File: config.mk
export PLATFORM = sky130hd
export DESIGN_NAME = nmcu_mem_arbiter_flat
export DESIGN_NICKNAME = d
export VERILOG_FILES = /design/src/rtl/nmcu_mem_arbiter_if.sv /design/src/rtl/nmcu_mem_arbiter.sv /design/src/flat_wrapper.sv
export SDC_FILE = /design/constraint.sdc
export NUM_CORES = 1
export LEC_CHECK = 0
export ABC_AREA = 1
export BUFFER_PORTS_ARGS = -buffer_cell sky130_fd_sc_hd__buf_2
export CAP_MARGIN = 30
export CORE_ASPECT_RATIO = 1.25
export CORE_MARGIN = 1.5
export CORE_UTILIZATION = 39
export DETAILED_ROUTE_END_ITERATION = 6
export PLACE_DENSITY = 0.7
export SETUP_SLACK_MARGIN = 0.15
export SYNTH_ARGS = -nofsm -noshare
export SYNTH_HDL_FRONTEND = slang
export SYNTH_SLANG_ARGS = --single-unit
File: constraint.sdc
create_clock -name clk -period 4.4 [get_ports clk]
set_input_delay 0.22 -clock clk [delete_from_list [all_inputs] [get_ports clk]]
set_output_delay 0.22 -clock clk [all_outputs]
set_load 0.05 [all_outputs]
File: src/rtl/nmcu_mem_arbiter_if.sv
// Requester-side and memory-side signal bundle of the NMCU memory arbiter.
// The arbiter connects through 'slave'; requesters and memory model connect through 'master'.
interface nmcu_mem_arbiter_if #(
  parameter int unsigned NUM_REQ       = 4,
  parameter int unsigned ADDR_WIDTH    = 16,
  parameter int unsigned DATABUS_WIDTH = 32
);
  logic [NUM_REQ-1:0]       req_sel;
  logic [NUM_REQ-1:0]       req_w;
  logic [ADDR_WIDTH-1:0]    req_addr  [NUM_REQ];
  logic [DATABUS_WIDTH-1:0] req_wdata [NUM_REQ];
  logic [NUM_REQ-1:0]       req_ack;
  logic [NUM_REQ-1:0]       req_err;
  logic [DATABUS_WIDTH-1:0] rdata;
  logic                     mem_sel;
  logic                     mem_w;
  logic [ADDR_WIDTH-1:0]    mem_addr;
  logic [DATABUS_WIDTH-1:0] mem_wdata;
  logic                     mem_ready;
  logic [DATABUS_WIDTH-1:0] mem_rdata;

  modport slave (
    input  req_sel, req_w, req_addr, req_wdata, mem_ready, mem_rdata,
    output req_ack, req_err, rdata, mem_sel, mem_w, mem_addr, mem_wdata
  );

  modport master (
    output req_sel, req_w, req_addr, req_wdata, mem_ready, mem_rdata,
    input  req_ack, req_err, rdata, mem_sel, mem_w, mem_addr, mem_wdata
  );
endinterface

File: src/rtl/nmcu_mem_arbiter.sv
// Round-robin arbiter sharing one memory port among NUM_REQ requesters.
// Each grant runs IDLE -> ISSUE -> RELEASE, and ISSUE is bounded by a timeout.
module nmcu_mem_arbiter #(
  parameter int unsigned NUM_REQ       = 4,
  parameter int unsigned ADDR_WIDTH    = 16,
  parameter int unsigned DATABUS_WIDTH = 32,
  parameter int unsigned TIMEOUT       = 64
) (
  input  logic                       clk,
  input  logic                       rst_n,
  nmcu_mem_arbiter_if.slave          bus,
  output logic                       busy,
  output logic [$clog2(NUM_REQ)-1:0] grant_id,
  output logic                       err_sticky
);

  localparam int unsigned IDW  = $clog2(NUM_REQ);
  localparam int unsigned CNTW = $clog2(TIMEOUT);
  localparam logic [IDW-1:0]  LAST_ID   = IDW'(NUM_REQ - 1);
  localparam logic [CNTW-1:0] CNT_LIMIT = CNTW'(TIMEOUT - 1);

  typedef enum logic [1:0] {
    IDLE    = 2'd0,
    ISSUE   = 2'd1,
    RELEASE = 2'd2
  } state_e;

  state_e                   state_q, state_d;
  logic [IDW-1:0]           rr_ptr_q, rr_ptr_d;
  logic [IDW-1:0]           grant_id_q, grant_id_d;
  logic [CNTW-1:0]          cnt_q, cnt_d;
  logic                     mem_sel_q, mem_sel_d;
  logic                     mem_w_q, mem_w_d;
  logic [ADDR_WIDTH-1:0]    mem_addr_q, mem_addr_d;
  logic [DATABUS_WIDTH-1:0] mem_wdata_q, mem_wdata_d;
  logic [NUM_REQ-1:0]       req_ack_q, req_ack_d;
  logic [NUM_REQ-1:0]       req_err_q, req_err_d;
  logic [DATABUS_WIDTH-1:0] rdata_q, rdata_d;
  logic                     busy_q, busy_d;
  logic                     err_sticky_q, err_sticky_d;

  logic                     found_c;
  logic [IDW-1:0]           winner_c;
  logic [IDW-1:0]           cand_c;
  logic                     done_c;

  // First requester at or above rr_ptr, wrapping with an explicit modulo so
  // non-power-of-two NUM_REQ never yields an index past NUM_REQ-1.
  always_comb begin
    found_c  = 1'b0;
    winner_c = '0;
    cand_c   = '0;
    for (int unsigned k = 0; k < NUM_REQ; k++) begin
      cand_c = IDW'((32'(rr_ptr_q) + k) % NUM_REQ);
      if (!found_c && bus.req_sel[cand_c]) begin
        found_c  = 1'b1;
        winner_c = cand_c;
      end
    end
  end

  // Next-state and registered-output logic
  always_comb begin
    state_d      = state_q;
    rr_ptr_d     = rr_ptr_q;
    grant_id_d   = grant_id_q;
    cnt_d        = cnt_q;
    mem_sel_d    = mem_sel_q;
    mem_w_d      = mem_w_q;
    mem_addr_d   = mem_addr_q;
    mem_wdata_d  = mem_wdata_q;
    req_ack_d    = '0;
    req_err_d    = '0;
    rdata_d      = rdata_q;
    err_sticky_d = err_sticky_q;
    done_c       = 1'b0;

    case (state_q)
      IDLE: begin
        if (found_c) begin
          state_d     = ISSUE;
          grant_id_d  = winner_c;
          cnt_d       = '0;
          mem_sel_d   = 1'b1;
          mem_w_d     = bus.req_w[winner_c];
          mem_addr_d  = bus.req_addr[winner_c];
          mem_wdata_d = bus.req_wdata[winner_c];
        end
      end

      ISSUE: begin
        // Ready wins over a timeout landing on the same edge.
        if (bus.mem_ready) begin
          req_ack_d[grant_id_q] = 1'b1;
          if (!mem_w_q) begin
            rdata_d = bus.mem_rdata;
          end
          done_c = 1'b1;
        end else if (cnt_q == CNT_LIMIT) begin
          req_err_d[grant_id_q] = 1'b1;
          err_sticky_d          = 1'b1;
          done_c                = 1'b1;
        end else begin
          cnt_d = cnt_q + CNTW'(1);
        end

        if (done_c) begin
          state_d   = RELEASE;
          mem_sel_d = 1'b0;
          mem_w_d   = 1'b0;
          rr_ptr_d  = (grant_id_q == LAST_ID) ? '0 : grant_id_q + IDW'(1);
        end
      end

      RELEASE: begin
        state_d = IDLE;
      end

      default: begin
        state_d = IDLE;
      end
    endcase

    busy_d = (state_d != IDLE);
  end

  // State and output registers
  always_ff @(posedge clk or negedge rst_n) begin
    if (!rst_n) begin
      state_q      <= IDLE;
      rr_ptr_q     <= '0;
      grant_id_q   <= '0;
      cnt_q        <= '0;
      mem_sel_q    <= 1'b0;
      mem_w_q      <= 1'b0;
      mem_addr_q   <= '0;
      mem_wdata_q  <= '0;
      req_ack_q    <= '0;
      req_err_q    <= '0;
      rdata_q      <= '0;
      busy_q       <= 1'b0;
      err_sticky_q <= 1'b0;
    end else begin
      state_q      <= state_d;
      rr_ptr_q     <= rr_ptr_d;
      grant_id_q   <= grant_id_d;
      cnt_q        <= cnt_d;
      mem_sel_q    <= mem_sel_d;
      mem_w_q      <= mem_w_d;
      mem_addr_q   <= mem_addr_d;
      mem_wdata_q  <= mem_wdata_d;
      req_ack_q    <= req_ack_d;
      req_err_q    <= req_err_d;
      rdata_q      <= rdata_d;
      busy_q       <= busy_d;
      err_sticky_q <= err_sticky_d;
    end
  end

  assign bus.req_ack   = req_ack_q;
  assign bus.req_err   = req_err_q;
  assign bus.rdata     = rdata_q;
  assign bus.mem_sel   = mem_sel_q;
  assign bus.mem_w     = mem_w_q;
  assign bus.mem_addr  = mem_addr_q;
  assign bus.mem_wdata = mem_wdata_q;
  assign busy          = busy_q;
  assign grant_id      = grant_id_q;
  assign err_sticky    = err_sticky_q;

endmodule

File: src/flat_wrapper.sv
// flat-port wrapper written by rule: the top's interface ports become plain ports
module nmcu_mem_arbiter_flat 
#(
  parameter int unsigned NUM_REQ       = 4,
  parameter int unsigned ADDR_WIDTH    = 16,
  parameter int unsigned DATABUS_WIDTH = 32,
  parameter int unsigned TIMEOUT       = 64
)
  (clk, rst_n, busy, grant_id, err_sticky, bus_req_sel, bus_req_w, bus_req_addr, bus_req_wdata, bus_mem_ready, bus_mem_rdata, bus_req_ack, bus_req_err, bus_rdata, bus_mem_sel, bus_mem_w, bus_mem_addr, bus_mem_wdata);
  nmcu_mem_arbiter_if #(.NUM_REQ(NUM_REQ), .ADDR_WIDTH(ADDR_WIDTH), .DATABUS_WIDTH(DATABUS_WIDTH)) bus_i ();
  input  logic clk;
  input  logic rst_n;
  output logic busy;
  output logic [$clog2(NUM_REQ)-1:0] grant_id;
  output logic err_sticky;
  input wire logic [$bits(bus_i.req_sel)-1:0] bus_req_sel;
  input wire logic [$bits(bus_i.req_w)-1:0] bus_req_w;
  input wire logic [$bits(bus_i.req_addr)-1:0] bus_req_addr;
  input wire logic [$bits(bus_i.req_wdata)-1:0] bus_req_wdata;
  input wire logic [$bits(bus_i.mem_ready)-1:0] bus_mem_ready;
  input wire logic [$bits(bus_i.mem_rdata)-1:0] bus_mem_rdata;
  output wire logic [$bits(bus_i.req_ack)-1:0] bus_req_ack;
  output wire logic [$bits(bus_i.req_err)-1:0] bus_req_err;
  output wire logic [$bits(bus_i.rdata)-1:0] bus_rdata;
  output wire logic [$bits(bus_i.mem_sel)-1:0] bus_mem_sel;
  output wire logic [$bits(bus_i.mem_w)-1:0] bus_mem_w;
  output wire logic [$bits(bus_i.mem_addr)-1:0] bus_mem_addr;
  output wire logic [$bits(bus_i.mem_wdata)-1:0] bus_mem_wdata;
  assign bus_i.req_sel = bus_req_sel;
  assign bus_i.req_w = bus_req_w;
  assign bus_i.req_addr = {>>{bus_req_addr}};
  assign bus_i.req_wdata = {>>{bus_req_wdata}};
  assign bus_i.mem_ready = bus_mem_ready;
  assign bus_i.mem_rdata = bus_mem_rdata;
  assign bus_req_ack = bus_i.req_ack;
  assign bus_req_err = bus_i.req_err;
  assign bus_rdata = bus_i.rdata;
  assign bus_mem_sel = bus_i.mem_sel;
  assign bus_mem_w = bus_i.mem_w;
  assign bus_mem_addr = bus_i.mem_addr;
  assign bus_mem_wdata = bus_i.mem_wdata;
  nmcu_mem_arbiter #(.NUM_REQ(NUM_REQ), .ADDR_WIDTH(ADDR_WIDTH), .DATABUS_WIDTH(DATABUS_WIDTH), .TIMEOUT(TIMEOUT)) u_core (.clk(clk), .rst_n(rst_n), .bus(bus_i), .busy(busy), .grant_id(grant_id), .err_sticky(err_sticky));
endmodule
After elaboration in Yosys (flattened, before gate mapping) --
Index checks and enable logic that the tools add are counted.
Word-level totals: word-level logic and storage cells 99, output and inout bits 94, input port bits 235, register bits 104
Cells by class: order comparisons 8, $add $sub $neg 5, mux-type cells 47, reductions and logical operators 16, equal/unequal tests 7, bitwise operators 3
Operator list (number):
- binary-select mux 32 bit (select 2 bit) | 1
- two-way mux 32 bit | 2
- binary-select mux 16 bit (select 2 bit) | 1
- two-way mux 16 bit | 2
- two-way mux 4 bit | 5
- < comparator 2 x 3 -> 1 bit (second input constant) | 6
- two-way mux 6 bit | 3
- two-way mux 1 bit | 16
- two-way mux 2 bit | 7
- one-hot mux 6 bit (2 select lines) | 1
- binary-select mux 1 bit (select 2 bit) | 5
- AND reduction 3 bit | 3
- adder 6 x 1 -> 6 bit (second input constant) | 1
- equality test 6 bit (second input constant) | 1
- adder 2 x 1 -> 2 bit (second input constant) | 2
- adder 2 bit (second input constant) | 2
- logical AND 1 bit | 4
- inequality test 2 x 1 -> 1 bit (second input constant) | 2
- inequality test 2 bit (second input constant) | 2
- one-hot mux 1 bit (2 select lines) | 2
- one-hot mux 2 bit (2 select lines) | 1
- AND reduction 2 bit | 2
- AND reduction 4 bit | 1
- nonzero test 2 bit | 2
- other kinds (9) | 12

Depth between registers and ports, before layout --
word-level depth 16, depth in mapped cells 17

Worst setup path after synthesis --
No wires, ideal clock.
kind register to register, start point register u_core.rr_ptr_q[0], end point register u_core.mem_wdata_q[0], in the netlist u_core.bus.mem_wdata[0], clock period less this slack 1833 ps, slack 2567 ps, arrival time 1715 ps, path buffers 3, stages on the path, launching flop included 16, setup time 118 ps, path through dfrtp_1 buf_4 inv_4 nand2_1 nand3_1 nand2_1 nor2_4 nand3_2 nand3_2 buf_6 buf_4 nand2_1 nand3_1 nand2_1 nand2_1 nand2_1
Between the ends: word-level cells in the longest chain between the ends 16
RTL lines:
- start, declared | line nmcu_mem_arbiter.sv:29 | logic [IDW-1:0] rr_ptr_q, rr_ptr_d;
- start signal, assigned | line nmcu_mem_arbiter.sv:145 | rr_ptr_q <= rr_ptr_d;
- parallel branches: the longest is 16 deep, another holds adder 2 x 1 -> 2 bit
- end signal, assigned | line nmcu_mem_arbiter.sv:151 | mem_wdata_q <= mem_wdata_d;
- end, declared | line nmcu_mem_arbiter.sv:35 | logic [DATABUS_WIDTH-1:0] mem_wdata_q, mem_wdata_d;
Parallel ways; which one is timed is not known. The select of a mux whose other input is x is not followed. A chain may end at the register's enable or synchronous reset.

Worst setup path after layout --
start point register u_core.rr_ptr_q[0], end point register u_core.mem_wdata_q[11], in the netlist u_core.bus.mem_wdata[11]
Same word-level chain as after synthesis.

==> metrics.txt <==
Seq. cell area=2600 sq um; Setup Buffers After CTS=0; min cycle time layout=3170 ps; Mapped Area=6400 sq um; Setup violations, final=0; setup TNS=0 ps; worst vdd ir=0.467 mV; clock latency on the worst-skew pair=approximately 350 ps; first-pass GRT wire length=31.4 mm; startpoint type of the worst setup path=flop; DIE WIDTH=roughly 120 um; commonest cells after routing, fill and taps aside=buf_2, nand2_1, inv_1; Hold Fails Final Rpt=5; GRT Total Usage=0.225; Yosys cell types=27; Max clock buf depth=2; Routed wire per std cell=13.5 um; pin count of the biggest net entering global routing=96; Reg2Reg Setup Slack=1230 ps; CP max FO=95; Max-cap violations=0; Die Height=146 um; Synth Instances=915; detailed-placement wirelength estimate=~14 mm; synth warn=0; fmax=315 MHz; multi-input logic area=2870 sq um; Pre-Repair DR Iteration Count=5; vias=~6,800; Hold Path Class=in2async; Critical Path RT=4640 ps; WS Path Type=reg2reg; skew final=7.50 ps; Clk pin slew, worst setup/hold paths=~80 ps; H-tree Lvls=3; Pleak=5.11 nW; hold_buf cts=0; CP peak stage delay=570 ps; initial DRC count=342; Fin Hold WS=-21.4 ps; CTS resizes=0; CP endpoint kind=flop; I/O pins=329; Layout Nets=1,450; Routed WL=19.3 mm; aggregate global routing overflow=0; number of CTS-inserted buffers=9; CTS Root Cell=clkbuf_16; Synth Register Bits=104; Worst path most repeated cell=nand2_1; Area growth syn-to-layout=31.5%; core area=16,100 sq um; non-filler cells, final=1,433; vias in the first global route=around 6,400; actual slew at the worst max-slew pin=917 ps; CTS Sinks=104; failing checks=hold timing; sequential area share after synthesis=0.406; PortBufs=approximately 330; initial core utilization=0.397; CTS tree=done; cell chain of the critical path=inv_4, nand2_1, nand3_1, nand2_1, nor2_4, nand3_2, buf_4, nand3_4, buf_12, nand2_1, o21ai_1, nand2_1, nand3_1; fill count=1,639; routed vias/inst=between 4 and 5; slowest CP cell=nand3_4; gpl congestion=roughly 0.9; post-synthesis net count=1,155; initial antenna violation count=2; share of cells above drive strength 1=0.329; DIE AREA=17,200 sq um; Residual DRC=0; Placed Cells=1,415; count of final max-slew check failures=0; Post-synth EDFFs=0; Post-Syn Area per Cell=~7 sq um; commonest non-fill, non-tap cell in the layout=buf_2; post-route ant nets=0; Slew headroom=0.389; Cell Rows=52; WP data arrival=3410 ps; fraction of registers with async set/reset=1.00; dominant synthesized flop cell=dfrtp_1; unrepaired setup endpoints after global routing=false; PD cells=960 nW/um^2; status=finished, violations left; final worst path period share=0.721
-- final timing paths --
path	from	to	depth (start not counted)
worst min-delay path	rst_n	u_core.rr_ptr_q[0]$_DFFE_PN0P_	1
worst max-delay path	u_core.rr_ptr_q[0]$_DFFE_PN0P_	u_core.bus.mem_wdata[11]$_DFFE_PN0P_	13
worst min register to register	u_core.bus.mem_addr[8]$_DFFE_PN0P_	u_core.bus.mem_addr[8]$_DFFE_PN0P_	2
max in group asynchronous	rst_n	u_core.bus.mem_addr[10]$_DFFE_PN0P_	2
worst max register to register	u_core.rr_ptr_q[0]$_DFFE_PN0P_	u_core.bus.mem_wdata[11]$_DFFE_PN0P_	13
min in group clk	bus_mem_rdata[26]	u_core.bus.rdata[26]$_DFFE_PN0P_	2
-- final cells by class --
| type | instances | area share |
|---|---|---|
| multi-input combinational | 584 | 0.341 |
| sequential | 104 | 0.309 |
| timing repair buffer | 335 | 0.203 |
| inverter | 176 | 0.0791 |
| tap | 216 | 0.0321 |
| clock buffer | 9 | 0.0267 |
| clock inverter | 7 | 0.00847 |
| antenna | 2 | 0.000594 |
-- Yosys cell counts (9+ instances only) --
cell type  number  area share
dfrtp_1       104        0.41
o21ai_0        34       0.027
buf_4           9       0.011
nand4_1        51       0.050
nand3_1        84       0.066
o21ai_1        19       0.015
buf_2          19       0.015
nor2_1         19       0.011
mux2_2         32       0.056
inv_1         169       0.099
nand2_1       320        0.19
clkbuf_1       15      0.0088
-- state kept, by name (all words and copies together) (netlist names), 2 cells and up --
signal,count
u_core.bus.mem_addr,16
u_core.bus.mem_wdata,32
u_core.bus.rdata,32
u_core.bus.req_ack,4
u_core.bus.req_err,4
u_core.cnt_q,6
u_core.grant_id,2
u_core.rr_ptr_q,2
u_core.state_q,2
-- stage by stage --
step | hold slack (ps) | total power, W | area, sq um | setup WS (ps) | utilization
after global routing | 66.6 | 0.00880 | 8420 | 911 | 0.522
final | -21.4 | 0.00808 | 8420 | 1230 | 0.522
after global placement | 409 | 0.00725 | 8120 | 1410 | 0.503
after detailed placement | 411 | 0.00731 | 8120 | 1340 | 0.503
after floorplan | -75.6 | 0.00620 | 6400 | 2570 | -
after CTS | 30.7 | 0.00814 | 8410 | 1270 | 0.521
-- power by group --
part	total, W	internal [W]	leakage (nW)	switching, W
logic	0.00563	0.00153	3.69	0.00411
clock network	0.000797	0.000401	0.144	0.000396
registers	0.00165	0.00141	1.28	0.000237
-- metal layers --
metal  routed length (um)  vias to the layer above  global-route usage
met3                  966                       46              0.0246
met5                    0                        -                   0
met1                 8220                     3082               0.292
li1                     -                     3434                   -
met4                  770                        0               0.115
met2                 9330                      258               0.373
-- critical path: cells and delay by family (launching register included) --
family,cells,cell delay [ps]
AND/OR/NAND/NOR,9,1390
AO/OA/AOI/OAI,1,80
flip-flops,1,560
buffers and inverters,3,990
-- cells by family (layout without fill, tap and decap cells) --
kind of cell    count (synthesis)  count (layout)  share of synthesized area
other cells                     0               2                          0
xor+xnor                        1               1                    0.00137
compound gates                 62              62                     0.0504
simple gates                  484             484                      0.328
buf+inv                       227             527                      0.147
flops                         104             104                      0.406
fa+ha+maj                       5               5                    0.00977
mux                            32              32                     0.0563
Power figures use the tool's default switching activity.
